===== config.mk =====
export PLATFORM = sky130hd
export DESIGN_NAME = present_inv_sbox_layer
export DESIGN_NICKNAME = d
export VERILOG_FILES = /design/src/rtl/present_pkg.sv /design/src/rtl/present_inv_sbox.sv /design/src/rtl/present_inv_sbox_layer.sv
export SDC_FILE = /design/constraint.sdc
export NUM_CORES = 1
export LEC_CHECK = 0
export BUFFER_PORTS_ARGS = -buffer_cell sky130_fd_sc_hd__buf_2
export CAP_MARGIN = 15
export CORE_AREA = 2 2 96 145
export CTS_CLUSTER_SIZE = 8
export DETAILED_ROUTE_END_ITERATION = 8
export DIE_AREA = 0 0 98 147
export GPL_TIMING_DRIVEN = 0
export PLACE_DENSITY = 0.77
export SYNTH_ARGS = -nofsm -noshare
export SYNTH_HDL_FRONTEND = slang
export SYNTH_SLANG_ARGS = --single-unit

===== constraint.sdc =====
create_clock -name clk -period 6.5 [get_ports clk]
set_clock_uncertainty 0.2 [all_clocks]
set_input_delay 0.65 -clock clk [delete_from_list [all_inputs] [get_ports clk]]
set_output_delay 0.65 -clock clk [all_outputs]
set_load 0.02 [all_outputs]

===== src/rtl/present_pkg.sv =====
// rtl/present_pkg.sv - shared constants, inverse S-box table, FSM states and inverse pLayer index.
package present_pkg;

  localparam int STATE_W = 64;
  localparam int NIBBLES = 16;

  // Nibble k of this constant is the inverse S-box output for input k.
  localparam logic [63:0] INV_SBOX_TABLE = 64'hA970_364B_D21C_8FE5;

  typedef enum logic [1:0] {
    IDLE = 2'd0,
    PERM = 2'd1,
    SUB  = 2'd2,
    DONE = 2'd3
  } fsm_state_e;

  // Destination bit of source bit j under the inverse pLayer.
  function automatic logic [5:0] inv_player_idx(input logic [5:0] j);
    if (j == 6'd63) begin
      return 6'd63;
    end
    return 6'((4 * int'(j)) % 63);
  endfunction

endpackage


===== src/rtl/present_inv_sbox.sv =====
// rtl/present_inv_sbox.sv - 4-bit combinational PRESENT inverse S-box lookup.
module present_inv_sbox
  import present_pkg::*;
(
  input  logic [3:0] nib_i,
  output logic [3:0] nib_o
);

  assign nib_o = INV_SBOX_TABLE[{nib_i, 2'b00} +: 4];

endmodule


===== src/rtl/present_inv_sbox_layer.sv =====
// rtl/present_inv_sbox_layer.sv - iterative PRESENT inverse S-box layer, LANES nibbles per cycle.
// Optional inverse pLayer stage ahead of substitution: PRESENT_INV_PLAYER_EN.
module present_inv_sbox_layer
  import present_pkg::*;
#(
  parameter int LANES = 4
) (
  input  logic               clk,
  input  logic               rst,
  input  logic               in_valid,
  output logic               in_ready,
  input  logic [STATE_W-1:0] data_in,
  output logic               out_valid,
  input  logic               out_ready,
  output logic [STATE_W-1:0] data_out,
  output logic               busy
);

  localparam int N     = NIBBLES / LANES;
  localparam int CNT_W = (N > 1) ? $clog2(N) : 1;
  localparam logic [CNT_W-1:0] CNT_LAST = CNT_W'(N - 1);

  if (!(LANES == 1 || LANES == 2 || LANES == 4 || LANES == 8 || LANES == 16)) begin : g_bad_lanes
    $error("present_inv_sbox_layer: LANES must be 1, 2, 4, 8 or 16");
  end

  fsm_state_e         fsm_q, fsm_d;
  logic [STATE_W-1:0] st_q, st_d;
  logic [CNT_W-1:0]   cnt_q, cnt_d;
  logic               out_valid_q, out_valid_d;
  logic               busy_q, busy_d;
  logic [STATE_W-1:0] data_out_q, data_out_d;

  logic [3:0] lane_idx [LANES];
  logic [3:0] lane_in  [LANES];
  logic [3:0] lane_out [LANES];

  // Lane l of this cycle works on nibble cnt*LANES + l.
  always_comb begin
    for (int l = 0; l < LANES; l++) begin
      lane_idx[l] = 4'(int'(cnt_q) * LANES + l);
      lane_in[l]  = st_q[{lane_idx[l], 2'b00} +: 4];
    end
  end

  for (genvar g = 0; g < LANES; g++) begin : g_lane
    present_inv_sbox u_sbox (
      .nib_i(lane_in[g]),
      .nib_o(lane_out[g])
    );
  end

`ifdef PRESENT_INV_PLAYER_EN
  logic [STATE_W-1:0] st_perm;

  always_comb begin
    st_perm = '0;
    for (int j = 0; j < STATE_W; j++) begin
      st_perm[inv_player_idx(6'(j))] = st_q[j];
    end
  end
`endif

  always_comb begin
    fsm_d = fsm_q;
    st_d  = st_q;
    cnt_d = cnt_q;
    case (fsm_q)
      IDLE: begin
        if (in_valid) begin
          st_d  = data_in;
          cnt_d = '0;
`ifdef PRESENT_INV_PLAYER_EN
          fsm_d = PERM;
`else
          fsm_d = SUB;
`endif
        end
      end
`ifdef PRESENT_INV_PLAYER_EN
      PERM: begin
        st_d  = st_perm;
        fsm_d = SUB;
      end
`endif
      SUB: begin
        for (int l = 0; l < LANES; l++) begin
          st_d[{lane_idx[l], 2'b00} +: 4] = lane_out[l];
        end
        if (cnt_q == CNT_LAST) begin
          fsm_d = DONE;
        end else begin
          cnt_d = cnt_q + 1'b1;
        end
      end
      DONE: begin
        if (out_ready) begin
          fsm_d = IDLE;
        end
      end
      default: fsm_d = IDLE;
    endcase

    // Outputs are registered from the next state so nothing partial leaks out.
    out_valid_d = (fsm_d == DONE);
    data_out_d  = (fsm_d == DONE) ? st_d : '0;
    busy_d      = (fsm_d != IDLE);
  end

  always_ff @(posedge clk) begin
    if (rst) begin
      fsm_q       <= IDLE;
      st_q        <= '0;
      cnt_q       <= '0;
      out_valid_q <= 1'b0;
      busy_q      <= 1'b0;
      data_out_q  <= '0;
    end else begin
      fsm_q       <= fsm_d;
      st_q        <= st_d;
      cnt_q       <= cnt_d;
      out_valid_q <= out_valid_d;
      busy_q      <= busy_d;
      data_out_q  <= data_out_d;
    end
  end

  assign in_ready  = (fsm_q == IDLE) && !rst;
  assign out_valid = out_valid_q;
  assign data_out  = data_out_q;
  assign busy      = busy_q;

endmodule


# After elaboration in Yosys (flattened, before gate mapping)
# Cells that the tools add are included.
[word_totals] regBits=134 rom_bits=0 latchBits=0 inputBits=68 memories=0 ram_bits=0 output_inout_bits=67 word_cells=57
[classes] bitwise=1 order_cmp=0 mul=0 n_addsub=8 div_mod_pow=0 reduce_logical=7 n_eq_ne=6 muxes=13 shifts=16
[op_table] op="$bwmux 64" count=4
[op_table] op="$shift 4x8->64 const A" count=4
[op_table] op="$shiftx 4x8->64" count=4
[op_table] op="$shiftx 64x7->4" count=4
[op_table] op="$shiftx 64x7->4 const A" count=4
[op_table] op="$pmux 64 s2" count=1
[op_table] op="$mux 64" count=1
[op_table] op="$neg 6->8" count=4
[op_table] op="$mux 2" count=5
[op_table] op="$add 4x2->4 const B" count=2
[op_table] op="$eq 2x2->1 const B" count=4
[op_table] op="$pmux 2 s3" count=1
[op_table] op="$add 4x1->4 const B" count=1
[op_table] op="$ne 2x2->1 const B" count=2
[op_table] op="$pmux 2 s2" count=1
[op_table] op="$reduce_bool 2->1" count=2
[op_table] op="$reduce_and 3->1" count=1
[op_table] op="$add 2x1->2 const B" count=1
[op_table] op="$logic_not 2->1" count=1
[op_table] op="$reduce_or 2->1" count=1
[op_table] op="$logic_and 1x1->1" count=1
[op_table] op="$logic_not 1->1" count=1
[op_table] op="$not 1->1" count=1

# Depth between registers and ports, before layout
[depth] ltp_word=8 depth_mapped=11 depth_no_buf=8

# By module
# Synthesis repeated with hierarchy kept, for this count alone.
[hier_totals] hier_cells=807 hier_area_um2=7509.7
[by_module_without_submodules] module="present_inv_sbox_layer" cells_each=707 area_per_inst_um2=6643.9 n_inst=1
[by_module_without_submodules] module="present_inv_sbox" cells_each=25 area_per_inst_um2=216.5 n_inst=4

# Worst setup path before layout
# No wires, ideal clock.
[synth_timing] kind="reg-to-reg" start="reg cnt_q[0]" end="reg st_q[17]" arrival_time_ps=2618 path_slack_ps=3554 n_path_buf=3 stages_incl_launch_ff=12 required_ps=6172 path_cell_list="dfxtp_1 > buf_6 > buf_6 > mux4_2 > inv_1 > ha_1 > clkbuf_1 > inv_1 > nor2_1 > o32a_4 > a221oi_2 > nor2_1"
[synth_via] elab_chain_cells=8
[synth_lines] element="start, declared" line_no="present_inv_sbox_layer.sv:29" text="logic [CNT_W-1:0] cnt_q, cnt_d;"
[synth_lines] element="start signal, assigned" line_no="present_inv_sbox_layer.sv:121" text="cnt_q <= cnt_d;"
[synth_lines] element="$add 4x1->4 / $shiftx 64x7->4 (equally long branches)" line_no="present_inv_sbox_layer.sv:41, present_inv_sbox_layer.sv:42"
[synth_lines] element="$shiftx 64x7->4 (on tied branches)" line_no="present_inv_sbox_layer.sv:42, present_inv_sbox.sv:9"
[synth_lines] element="$shiftx 64x7->4 / $shiftx 4x8->64 (equally long branches)" line_no="present_inv_sbox.sv:9, present_inv_sbox_layer.sv:88"
[synth_lines] element="$shiftx 4x8->64 / $bwmux 64 (equally long branches)" line_no="present_inv_sbox_layer.sv:88" text="st_d[{lane_idx[l], 2'b00} +: 4] = lane_out[l];"
[synth_lines] element="$bwmux 64 (2 in series)" line_no="present_inv_sbox_layer.sv:88"
[synth_lines] element="$bwmux 64 *" line_no="present_inv_sbox_layer.sv:88"
[synth_lines] element="$pmux 64 s2 *" line_no="present_inv_sbox_layer.sv:68" text="case (fsm_q)"
[synth_lines] element="end signal, assigned" line_no="present_inv_sbox_layer.sv:120" text="st_q <= st_d;"
[synth_lines] element="end, declared" line_no="present_inv_sbox_layer.sv:28" text="logic [STATE_W-1:0] st_q, st_d;"
# Every way passes the cells marked *; elsewhere a longest branch is shown, timed or not.
# A chain may end at the register's enable or synchronous reset.

# Worst setup path in the final report
[layout_timing] start="reg cnt_q[0]" end="reg st_q[39]"
# Same word-level chain as after synthesis.

==> metrics.md <==
| Metric | Value |
|---|---|
| CP bufs+invs | `5` |
| Buffers on Ports | `133` |
| Die X | `98 um` |
| Dpl ws | `3.03 ns` |
| Crit. End Element | `flip-flop` |
| Number of setup violations in the final report | `0` |
| Status | `completed` |
| Clock slew at reported path FFs | `0.06 ns` |
| Routability cong. | `0.998` |
| Crit-path max cell delay | `0.62 ns` |
| Fin. Hold Viols | `0` |
| Vias in the first global route | `6166` |
| Die Y-Extent | `147 um` |
| Most frequent cells in the layout | `136 x buf_2, 134 x dfxtp_1, 89 x o22ai_1` |
| Data arrival time of the worst path | `3.71 ns` |
| P per Cell Area | `292 nW/um2` |
| Post-Syn Nets | `789` |
| CP Cell Sequence | `buf_6, buf_6, buf_2, inv_1, ha_1, and2_1, o21ai_0, clkbuf_1, a22oi_1, o22ai_1` |
| Clk Latency, worst-skew pair | `0.43 ns` |
| Layout cells sized above 1 | `23.6%` |
| Total gr overflow | `0` |
| Tmin final | `3.56 ns` |
| Initial DRC count | `700` |
| DP HPWL | `16000 um` |
| Max-cap viol count | `0` |
| Fin cells | `1018` |
| Startpoint types | `flip-flop` |
| Clock Sinks | `134` |
| EDFF count, synth | `0` |
| Num ports | `135` |
| CP most frequent cell | `buf_6` |
| Sequential area share after synthesis | `41.5%` |
| Post-synthesis cell count | `692` |
| VDD IR-drop max | `0.000187 V` |
| ANT nets after route | `0` |
| Hold Path Class | `input pin to flip-flop` |
| Number of clock buffers inserted by TritonCTS | `17` |
| # rows | `52` |
| Pin count of the biggest net entering global routing | `17` |
| Synth Cell Area | `6470 um2` |
| Routed wire per std cell | `21.4 um` |
| # DRC | `0` |
| Worst-margin pin slew | `1.00 ns` |
| Final #Nets | `941` |
| Asr flop ratio synth | `0%` |
| Post-route setup TNS | `0 ns` |
| Top_reg_cell synth | `dfxtp_1` |
| Number of gates resized after CTS | `0` |
| Leak | `0.00325 uW` |
| Most common cell after layout, fill and taps aside | `buf_2` |
| Max Freq | `281 MHz` |
| Hold buffer count at cts | `0` |
| Final WL | `21800 um` |
| Seq cells post-synth | `134` |
| Final WS setup | `2.94 ns` |
| Total global-route track usage | `30.2%` |
| Worst Path Max Fanout | `10` |
| CTS tree | `done` |
| Area growth syn-to-layout | `22.3%` |
| CP top delay family | `buffers and inverters` |
| Via density | `6.35` |
| CTS H-tree lvls | `4` |
| Crit path required time | `6.64 ns` |
| Normalized max-slew margin | `32.6%` |
| YS warnings | `0` |
| Initial Util | `49.0%` |
| Core area | `13200 um2` |
| Final number of max-transition violations | `0` |
| Worst setup path class | `flip-flop to flip-flop` |
| Die area | `14400 um2` |
| Post-CTS setup repair buffer count | `0` |
| Deepest clock path buffer count | `2` |
| First-pass detailed-route iteration total | `5` |
| First-pass GRT wire length | `33300 um` |
| Via count | `6468` |
| Cell variety after synth | `60` |
| Placed cell count | `987` |
| Clk root buf | `clkbuf_16` |
| Initial antenna violation count | `0` |
| Fin crit share | `54.8%` |
| Placed cell area | `7340 um2` |
| RSZ-0062 raised after global routing | `false` |
| Avg Cell Area, Syn | `9.35 um2` |
| Critical path's slowest cell | `o21ai_0` |
| Diodes inserted | `0` |
| Cell area after layout | `7910 um2` |
-- tightest hold or removal path, stage by stage --
cell and delay [ns]:
buf_2 0.09, a22oi_1 0.05, o21ai_0 0.06
-- flip-flops by register name, summed over array words and instances (netlist names) --
name / flops
st_q: 64
out_valid: 1
busy: 1
cnt_q: 2
fsm_q: 2
data_out: 64
-- where the power goes --
part | switching, uW | internal [uW]
clock network | 360 | 573
registers | 25.2 | 855
logic | 314 | 181
total | 699 | 1610
-- cell type report --
type	count	area, um2
Buffer	53	236
Clock buffer	24	502
Clock inverter	7	70.1
Fill cell	1180	5300
Inverter	27	101
Multi-Input combinational cell	478	3450
Sequential cell	134	2680
Tap cell	162	203
Timing Repair Buffer	133	666
-- Yosys cell counts, types with 4 or more instances --
cell / count / area [um2]
o21a_1: 5 / 37.5
mux2i_1: 10 / 100
mux2_2: 4 / 45.0
mux4_2: 17 / 383
o211ai_1: 5 / 37.5
nand2_1: 20 / 75.1
o21bai_1: 5 / 37.5
and2_1: 10 / 62.6
a21oi_1: 48 / 240
nor3b_1: 5 / 37.5
buf_6: 4 / 45.0
nor2b_1: 25 / 156
nor3_1: 14 / 70.1
o21ai_0: 28 / 140
clkbuf_1: 43 / 161
inv_1: 25 / 93.8
o311a_1: 6 / 60.1
ha_1: 29 / 363
nor2_1: 58 / 218
dfxtp_1: 134 / 2680
a2bb2oi_1: 4 / 35.0
o22ai_1: 89 / 557
nand3_1: 5 / 25.0
nand2b_1: 4 / 25.0
a22oi_1: 39 / 293
-- per-layer routing --
metal | GRT usage [%] | vias up | routed length (um)
met1 | 33.3 | 2989 | 7530
met5 | 0 | - | 0
li1 | - | 2919 | -
met2 | 51.5 | 443 | 10800
met3 | 5.71 | 117 | 1900
met4 | 21.3 | 0 | 1600
-- kinds of logic (layout without fill, tap and decap cells) --
family,Yosys count,count (layout),share of synthesized area [%]
AOI/OAI and AO/OA,260,260,27.1
and+or+nand+nor,154,154,11.8
buffers and inverters,80,244,5.22
xor gates and xnor gates,2,2,0.271
DFF,134,134,41.5
adders and majority gates,29,29,5.61
muxes,33,33,8.55
-- stage by stage --
| step | total power [uW] | hold WS [ns] | util [%] |
|---|---|---|---|
| global route | 2380 | 0.284 | 59.9 |
| finish | 2310 | 0.270 | 59.9 |
| floorplan | 1230 | 0.242 | - |
| CTS | 2290 | 0.267 | 59.9 |
| global placement | 1370 | 0.291 | 55.6 |
| detailed placement | 1370 | 0.305 | 55.6 |
-- final timing paths --
kind / startpoint / endpoint / slack (ns) / cells after the start
worst max-delay path: cnt_q[0]$_SDFFE_PP0P_ / st_q[39]$_SDFF_PP0_ / 2.94 / 10
worst min-delay path: data_in[55] / st_q[55]$_SDFF_PP0_ / 0.27 / 3
worst max register to register: cnt_q[0]$_SDFFE_PP0P_ / st_q[39]$_SDFF_PP0_ / 2.94 / 10
worst min register to register: st_q[55]$_SDFF_PP0_ / st_q[55]$_SDFF_PP0_ / 0.33 / 2
Note: power is estimated with default switching activity, not from simulation.
